[src/rtl/decode_stage_buf.sv]
// LEGv8 decode stage with a 2-entry elastic FIFO between fetch and execute.
// Instructions are decoded on entry; every output is read from the head entry's registers.
module decode_stage_buf #(
   parameter int INSTR_LEN = 32,
   parameter int PC_W      = 64,
   parameter int DATA_W    = 64
) (
   input  logic                 clk,
   input  logic                 reset,
   input  logic                 flush,
   input  logic                 in_valid,
   output logic                 in_ready,
   input  logic [INSTR_LEN-1:0] instruction,
   input  logic [PC_W-1:0]      pc_in,
   output logic                 out_valid,
   input  logic                 out_ready,
   output logic [10:0]          opcode,
   output logic [4:0]           rm_num,
   output logic [4:0]           rn_num,
   output logic [4:0]           rd_num,
   output logic [8:0]           address,
   output logic [2:0]           format,
   output logic [DATA_W-1:0]    imm,
   output logic [PC_W-1:0]      pc_out,
   output logic [PC_W-1:0]      branch_target
);

   typedef enum logic [2:0] {
      FMT_R  = 3'd0,
      FMT_I  = 3'd1,
      FMT_D  = 3'd2,
      FMT_B  = 3'd3,
      FMT_CB = 3'd4,
      FMT_IM = 3'd5
   } fmt_e;

   typedef struct packed {
      logic [10:0]       opcode;
      logic [4:0]        rm;
      logic [4:0]        rn;
      logic [4:0]        rd;
      logic [8:0]        address;
      fmt_e              fmt;
      logic [DATA_W-1:0] imm;
      logic [PC_W-1:0]   pc;
      logic [PC_W-1:0]   target;
   } entry_t;

   entry_t     mem [2];
   entry_t     dec;
   fmt_e       dec_fmt;
   logic [DATA_W-1:0] dec_imm;
   logic       head;
   logic       tail;
   logic [1:0] count;
   logic       push;
   logic       pop;

   // Handshake: a beat transfers on a rising edge where valid && ready; producers
   // hold their data while valid is high and ready is low. Flush drops both sides.
   assign in_ready  = (count != 2'd2);
   assign out_valid = (count != 2'd0);
   assign push      = in_valid && in_ready;
   assign pop       = out_valid && out_ready;

   always_comb begin
      dec_fmt = FMT_R;
      if (instruction[31:26] == 6'b000101 || instruction[31:26] == 6'b100101)
         dec_fmt = FMT_B;
      else if (instruction[31:24] == 8'hB4 || instruction[31:24] == 8'hB5 ||
               instruction[31:24] == 8'h54)
         dec_fmt = FMT_CB;
      else if (instruction[29:24] == 6'b111000)
         dec_fmt = FMT_D;
      else if (instruction[28:24] == 5'b10001)
         dec_fmt = FMT_I;
      else if (instruction[28:23] == 6'b100101)
         dec_fmt = FMT_IM;

      dec_imm = '0;
      unique case (dec_fmt)
         FMT_D:   dec_imm = {{(DATA_W-9){instruction[20]}}, instruction[20:12]};
         FMT_B:   dec_imm = {{(DATA_W-26){instruction[25]}}, instruction[25:0]};
         FMT_CB:  dec_imm = {{(DATA_W-19){instruction[23]}}, instruction[23:5]};
         FMT_I:   dec_imm = DATA_W'(instruction[21:10]);
         FMT_IM:  dec_imm = DATA_W'(instruction[20:5]);
         default: dec_imm = DATA_W'(instruction[15:10]);
      endcase

      dec         = '0;
      dec.opcode  = instruction[31:21];
      dec.rm      = instruction[20:16];
      dec.rn      = instruction[9:5];
      dec.rd      = instruction[4:0];
      dec.address = instruction[20:12];
      dec.fmt     = dec_fmt;
      dec.imm     = dec_imm;
      dec.pc      = pc_in;
      // Word offset; wraps modulo 2^PC_W.
      dec.target  = pc_in + (PC_W'(dec_imm) << 2);
   end

   always_ff @(posedge clk or posedge reset) begin
      if (reset) begin
         head   <= 1'b0;
         tail   <= 1'b0;
         count  <= 2'd0;
         mem[0] <= '0;
         mem[1] <= '0;
      end else if (flush) begin
         head  <= 1'b0;
         tail  <= 1'b0;
         count <= 2'd0;
      end else begin
         if (push) begin
            mem[tail] <= dec;
            tail      <= ~tail;
         end
         if (pop)
            head <= ~head;
         if (push && !pop)
            count <= count + 2'd1;
         else if (pop && !push)
            count <= count - 2'd1;
      end
   end

   assign opcode        = mem[head].opcode;
   assign rm_num        = mem[head].rm;
   assign rn_num        = mem[head].rn;
   assign rd_num        = mem[head].rd;
   assign address       = mem[head].address;
   assign format        = mem[head].fmt;
   assign imm           = mem[head].imm;
   assign pc_out        = mem[head].pc;
   assign branch_target = mem[head].target;

endmodule
[config.mk]
export PLATFORM = sky130hd
export DESIGN_NAME = decode_stage_buf
export DESIGN_NICKNAME = d
export VERILOG_FILES = /design/src/rtl/decode_stage_buf.sv
export SDC_FILE = /design/constraint.sdc
export NUM_CORES = 1
export LEC_CHECK = 0
export CAP_MARGIN = 5
export CORE_MARGIN = 1.5
export CORE_UTILIZATION = 50
export DETAILED_ROUTE_END_ITERATION = 10
export GPL_ROUTABILITY_DRIVEN = 0
export MAX_ROUTING_LAYER = met4
export PLACE_DENSITY = 0.76
export SYNTH_ARGS = -nofsm -noshare
export SYNTH_HDL_FRONTEND = slang
export SYNTH_SLANG_ARGS = --single-unit
[constraint.sdc]
create_clock -name clk -period 18.4 [get_ports clk]
set_input_delay 3.68 -clock clk [delete_from_list [all_inputs] [get_ports clk]]
set_output_delay 3.68 -clock clk [all_outputs]
set_load 0.02 [all_outputs]
==> results.sh <==
export IMPL_ys_seq_area_frac=0.4459
export IMPL_maxUsedRoutingLayer="met4"
export IMPL_post_synth_cell_area_avg_um2=8.756
export IMPL_initialDrtViolationCount=1491
export IMPL_p_leak_uw=0.01230
export IMPL_period_share=0.4791
export IMPL_met3RoutedLength_um=3956
export IMPL_final_layout_size_suffix_gt1_frac=0.1218
export IMPL_cts_num_sinks=374
export IMPL_run_status="completed"
export IMPL_finalHoldWorstSlack_ns=0.4685
export IMPL_viasPerCell=5.710
export IMPL_fp_dieH_um=207.9
export IMPL_routed_wl_um=60680
export IMPL_synthesis_instances=2397
export IMPL_mostFrequentLayoutCells="sky130_fd_sc_hd__nand2_1, sky130_fd_sc_hd__dfrtp_1, sky130_fd_sc_hd__clkdlybuf4s50_1, sky130_fd_sc_hd__mux2_2, sky130_fd_sc_hd__o21ai_0"
export IMPL_cts_root_to_sink_buffers=3
export IMPL_worst_hold_path_type="reg -> reg"
export IMPL_ys_warnings_count=0
export IMPL_clock_pin_slew_worst_setup_and_hold_paths_ns=0.06
export IMPL_htree_num_levels=2
export IMPL_commonest_non_fill_non_tap_cell_in_the_layout="sky130_fd_sc_hd__nand2_1"
export IMPL_total_global_routing_track_utilization=0.2883
export IMPL_r2r_setup_slk_ns=15.09
export IMPL_detail_route_wirelength_met1_um=25240
export IMPL_slowest_delay_ns=0.57
export IMPL_synth_edf_count=0
export IMPL_max_cap_violations=0
export IMPL_synth_async_sr_flop_share=1.000
export IMPL_place_port_buffers=332
export IMPL_rows=74
export IMPL_num_vias=18050
export IMPL_timing_critical_path_slowest_stage_cell="sky130_fd_sc_hd__or4b_1"
export IMPL_biggest_area_contributors_in_the_synthesized_netlist="sky130_fd_sc_hd__dfrtp_1, sky130_fd_sc_hd__nand2_1, sky130_fd_sc_hd__mux2_2"
export IMPL_met2_wirelength_um=29240
export IMPL_critical_path_peak_fanout=18
export IMPL_drt_first_pass_iters=7
export IMPL_timing_max_slew_rel_slack=0.2122
export IMPL_timing_critical_path_arrival_ns=9.27
export IMPL_ys_seq_elements=374
export IMPL_grt_max_degree=183
export IMPL_power_density_mw_per_mm2=110.0
export IMPL_worst_ir_drop_vdd_uv=73.50
export IMPL_design_die_area_mm2=0.04322
export IMPL_number_of_hold_buffers_added_after_cts=0
export IMPL_tritoncts="done"
export IMPL_worst_ep_required_time_ns=18.86
export IMPL_cts_repair_timing_setup_buffer_count=0
export IMPL_cp_cell_sequence="clkdlybuf4s50_1, or4b_1, a211oi_1, a21o_1, nor2_1, a21o_1, a21boi_1, inv_1, ha_1, a211oi_1, o21bai_1, a211oi_1, o211ai_1, nand3_1, a31oi_1, o221ai_1, a211o_1, nand3_1"
export IMPL_cts_repair_resized=0
export IMPL_area_growth_synth_to_final_pct=21.96
export IMPL_io_pins=333
export IMPL_floorplan_core_area_mm2=0.04111
export IMPL_post_synth_num_cell_types=77
export IMPL_timing_setup_tns_ns=0
export IMPL_clk_root_buffer_cell="sky130_fd_sc_hd__clkbuf_16"
export IMPL_remaining_drc_errors=0
export IMPL_synth_top_area_share=0.4459
export IMPL_rsz0062_at_grt="no"
export IMPL_detailed_placement_wirelength_estimate_um=42200
export IMPL_worstSetupEndpointType="flop"
export IMPL_numCtsBuffers=42
export IMPL_syn_area_mm2=0.02099
export IMPL_globalRoute_totalOverflow=0
export IMPL_grt_pass1_vias=17710
export IMPL_critical_path_most_common_cell="sky130_fd_sc_hd__a211oi_1"
export IMPL_grt_first_pass_wirelength_um=97060
export IMPL_final_nets=2761
export IMPL_hold_viol_final=0
export IMPL_start_util=0.5106
export IMPL_util_after_layout=0.6227
export IMPL_worst_setup_path_start_kind="input port"
export IMPL_die_w_um=207.9
export IMPL_crit_path_kind="in -> reg"
export IMPL_finClkSkew_ns=0.009525
export IMPL_post_route_min_period_ns=8.815
export IMPL_synth_largest_area_cell="sky130_fd_sc_hd__dfrtp_1"
export IMPL_worst_slew_pin_transition_ns=1.171
export IMPL_drt_wirelength_per_cell_um=19.20
export IMPL_antenna_left=0
export IMPL_setup_viol=0
export IMPL_clock_latency_ns=0.59
export IMPL_synth_net_count=2560
export IMPL_maxClockFrequency_mhz=113.4
export IMPL_final_max_slew_viol_count=0
export IMPL_grt_antenna_before_repair=0
export IMPL_flip_flop_cell_with_the_highest_count_after_synthesis="sky130_fd_sc_hd__dfrtp_1"
==> metrics by stage <==
stage	std cells	area, um2	setup slack, ns	total power (uW)
2_1_floorplan	2397	20990	4.333	1635
3_3_place_gp	3086	24220	9.266	1948
3_5_place_dp	3086	24220	9.142	1980
4_1_cts	3160	25590	9.727	2836
5_1_grt	3160	25590	9.267	2957
6_report	3161	25600	9.585	2815
==> area by class of cell <==
class                           count  area (um2)
Antenna cell                        1       2.502
Clock buffer                       58        1171
Clock inverter                     16       203.9
Fill cell                        3457       15510
Inverter                           41       161.4
Multi-Input combinational cell   1792       10580
Sequential cell                   374        9363
Tap cell                          532       665.6
Timing Repair Buffer              347        3448
==> cells in the mapped netlist (all sizes together), types with 4 or more instances <==
| master | instances |
|---|---|
| inv | 41 |
| dfrtp | 374 |
| buf | 70 |
| a21oi | 92 |
| xnor2 | 29 |
| nor4 | 5 |
| a21o | 41 |
| o21a | 8 |
| clkbuf | 120 |
| nor2 | 51 |
| a221oi | 7 |
| xor2 | 25 |
| o31ai | 5 |
| a222oi | 8 |
| nand2b | 16 |
| a21boi | 12 |
| a211oi | 8 |
| nor3 | 19 |
| or4 | 7 |
| or3 | 9 |
| and2 | 7 |
| o21ai | 116 |
| and3 | 6 |
| a211o | 11 |
| or2 | 4 |
| o21bai | 9 |
| ha | 61 |
| mux2 | 213 |
| nand3 | 32 |
| a31oi | 13 |
| o211ai | 12 |
| nor2b | 6 |
| nand2 | 891 |
| nand4 | 30 |
==> registers in the layout, indices dropped and copies added, names as in the netlist <==
| register | flops |
|---|---|
| mem | 370 |
| tail | 1 |
| count | 2 |
| head | 1 |
==> final timing paths <==
| check | from | endpoint | depth (start not counted) |
|---|---|---|---|
| max in group asynchronous | reset | mem[269] | 3 |
| min in group asynchronous | reset | mem[309] | 2 |
| worst min-delay path | mem[14] | mem[14] | 2 |
| worst max register to register | count[0] | mem[34] | 6 |
| worst max-delay path | instruction[24] | mem[63] | 18 |
| worst min register to register | mem[14] | mem[14] | 2 |
==> power by group <==
group | switching, uW | total [uW] | internal (uW)
clock network | 353 | 845 | 492
registers | 103 | 1120 | 1020
logic | 460 | 849 | 389
total | 916 | 2820 | 1900
==> cell families after synthesis <==
logic type / share of synthesized area
adders and majority gates: 0.03732
muxes: 0.1157
DFF: 0.4459
buffers and inverters: 0.05115
and+or+nand+nor: 0.2134
AOI/OAI and AO/OA: 0.1140
xor gates and xnor gates: 0.02253
==> critical path: cells and delay by family <==
kind,cells,cell delay (ns)
AOI/OAI and AO/OA,11,3.68
adders and majority gates,1,0.30
and+or+nand+nor,4,0.95
buffers and inverters,2,0.63
==> layer usage <==
metal	vias to the layer above	track usage
li1	8435	-
met1	8748	0.3717
met2	736	0.4645
met3	130	0.03767
met4	0	0.1100
met5	-	-
(Power assumes the default switching activity.)
==> RTL edit: new RTL, same flow settings <==
Set the parameter `PC_W` to 32 (it was 64).
--- a/src/rtl/decode_stage_buf.sv
+++ b/src/rtl/decode_stage_buf.sv
@@ -2,7 +2,7 @@
 // Instructions are decoded on entry; every output is read from the head entry's registers.
 module decode_stage_buf #(
    parameter int INSTR_LEN = 32,
-   parameter int PC_W      = 64,
+   parameter int PC_W      = 32,
    parameter int DATA_W    = 64
 ) (
    input  logic                 clk,
Ports: changed (resized branch_target, pc_in and pc_out); port bits go from 333 to 237. No check against the original RTL was run, so the function may have changed too.
==> RTL edit against the original RTL <==
  * Routed wire length is 42% lower
  * Critical path depth unchanged
  * Sequential cell count fell by 128
  * Non-clock buffer count decreased by 102
  * Design area down 37%
  * Worst hold slack improved by 1.1 ps
  * Area after synthesis shrank 38%
  * Worst setup slack improved by 770 ps
  * Clock skew is 2.6 ps lower
  * Global-route usage fell by 2.3 points
  * Via count is 40% lower
  * Total power shrank 35%
  * Combinational power down 37%
  * Synthesized cell count down 39%
  * Critical endpoint is now mem[194]$_DFFE_PP0P_
  * Largest power group unchanged
  * Highest routed layer unchanged
==> RTL edit: results (changes against the original RTL) <==
stage,metric,value,unit,change
drt,Total Wirelength,35.2,mm,-42%
pwr,Switching Share,31.1,%,-1.4 points
placement,placed wire-length estimate,23.7,mm,-44%
worst_setup_path,critical path arrival,8480,ps,-790 ps
logic_synthesis,sequential share of the synthesized area,47.0,%,+2.4 points
pwr,combinational power,538,uW,-37%
min_path,Hold Crit Endpoint,mem[218]$_DFFE_PP0P_,,
worst_setup_path,worst reg2reg path endpoint,mem[197]$_DFFE_PP0P_,,
cells_and_area,fillcell total,2149,,-38%
worst_setup_path,R2R setup slack,15410,ps,+320 ps
grt,M1 GR Usage,36.4,%,-0.75 points
logic_synthesis,XOR/XNOR Fraction of Synth Area,1.46,%,-0.79 points
cells_and_area,share of cells above drive strength 1,12.9,%,+0.72 points
grt,met3 usage,3.54,%,-0.23 points
timing,Hold WS,470,ps,+1.11 ps
pwr,P_leak,0.00779,uW,-37%
clock_tree,TritonCTS Buffers,27,,-36%
logic_synthesis,post-synth cell types,64,,-17%
grt,number of global-route vias before repair,10300,,-42%
drt,initial DRC count,961,,-36%
logic_synthesis,mux cell area share after synthesis,11.9,%,+0.37 points
pwr,worst vdd ir,0.0935,mV,+27%
timing,Worst Tran Pin Value,1080,ps,-87.3 ps
clock_tree,Worst-Skew Late Latency,540,ps,-50 ps
grt,largest net degree at the start of global routing,110,,-40%
worst_setup_path,Critical Path Sink,mem[194]$_DFFE_PP0P_,,
cells_and_area,Layout Nets,1702,,-38%
grt,total track usage,26.5,%,-2.3 points
pwr,fraction of power consumed by the clock network,30.4,%,+0.4 points
logic_synthesis,Synth Area in Compound Gates,11.8,%,+0.44 points
run_status,status,completed,,
logic_synthesis,cells taking the most area after synthesis,"dfrtp_1 (47%), nand2_1 (15%), mux2_2 (12%)",,
grt,M2 GR Usage,41.7,%,-4.7 points
## RTL edit: changes by cell type after synthesis, moves of 25 or more
cell | before | now
ha_1 | 61 | 29
a21oi_1 | 90 | 47
o21ai_0 | 98 | 67
nand2_1 | 890 | 525
nand3_1 | 32 | 6
dfrtp_1 | 374 | 246
mux2_2 | 213 | 139
clkbuf_1 | 120 | 68
a21o_1 | 40 | 15
## RTL edit: critical path, cell delays in order
cell             delay (ps)
clkdlybuf4s50_1         560
nor4b_1                 450
o21ai_1                 170
a21oi_2                 800
a21oi_1                  70
a21oi_1                 160
a221oi_1                100
inv_1                   120
ha_1                    180
inv_1                    60
fa_1                    400
nor2b_1                 190
o2111ai_1               180
a2111o_1                540
nand3_1                 120
nor4b_1                 320
nor3_1                  120
o31ai_1                 240
## RTL edit: through the flow
stage	instance area [um^2]	setup slack (ps)	utilization, %	total power (uW)	instances
after floorplan	13100	7960	-	1070	1455
after global placement	15300	10030	59.2	1260	1909
after detailed placement	15300	9860	59.2	1280	1909
after CTS	16200	10400	62.7	1840	1955
after global routing	16200	9970	62.7	1920	1956
final	16200	10360	62.7	1830	1956
## RTL edit: area by class of cell
cell class / count / area [um^2] / area share (%)
clock buffer: 39 / 791 / 4.87
tap: 335 / 419 / 2.58
clock inverter: 7 / 116 / 0.716
multi-input combinational: 1047 / 6180 / 38.1
sequential: 246 / 6160 / 37.9
timing repair buffer: 245 / 2430 / 15.0
antenna: 1 / 2.50 / 0.0154
inverter: 36 / 143 / 0.878
## RTL edit: metal layers
| layer | vias up | wire length, um |
|---|---|---|
| li1 | 5136 | - |
| met1 | 5232 | 15600 |
| met2 | 360 | 16700 |
| met3 | 53 | 2280 |
| met4 | 0 | 708 |
| met5 | - | 0 |
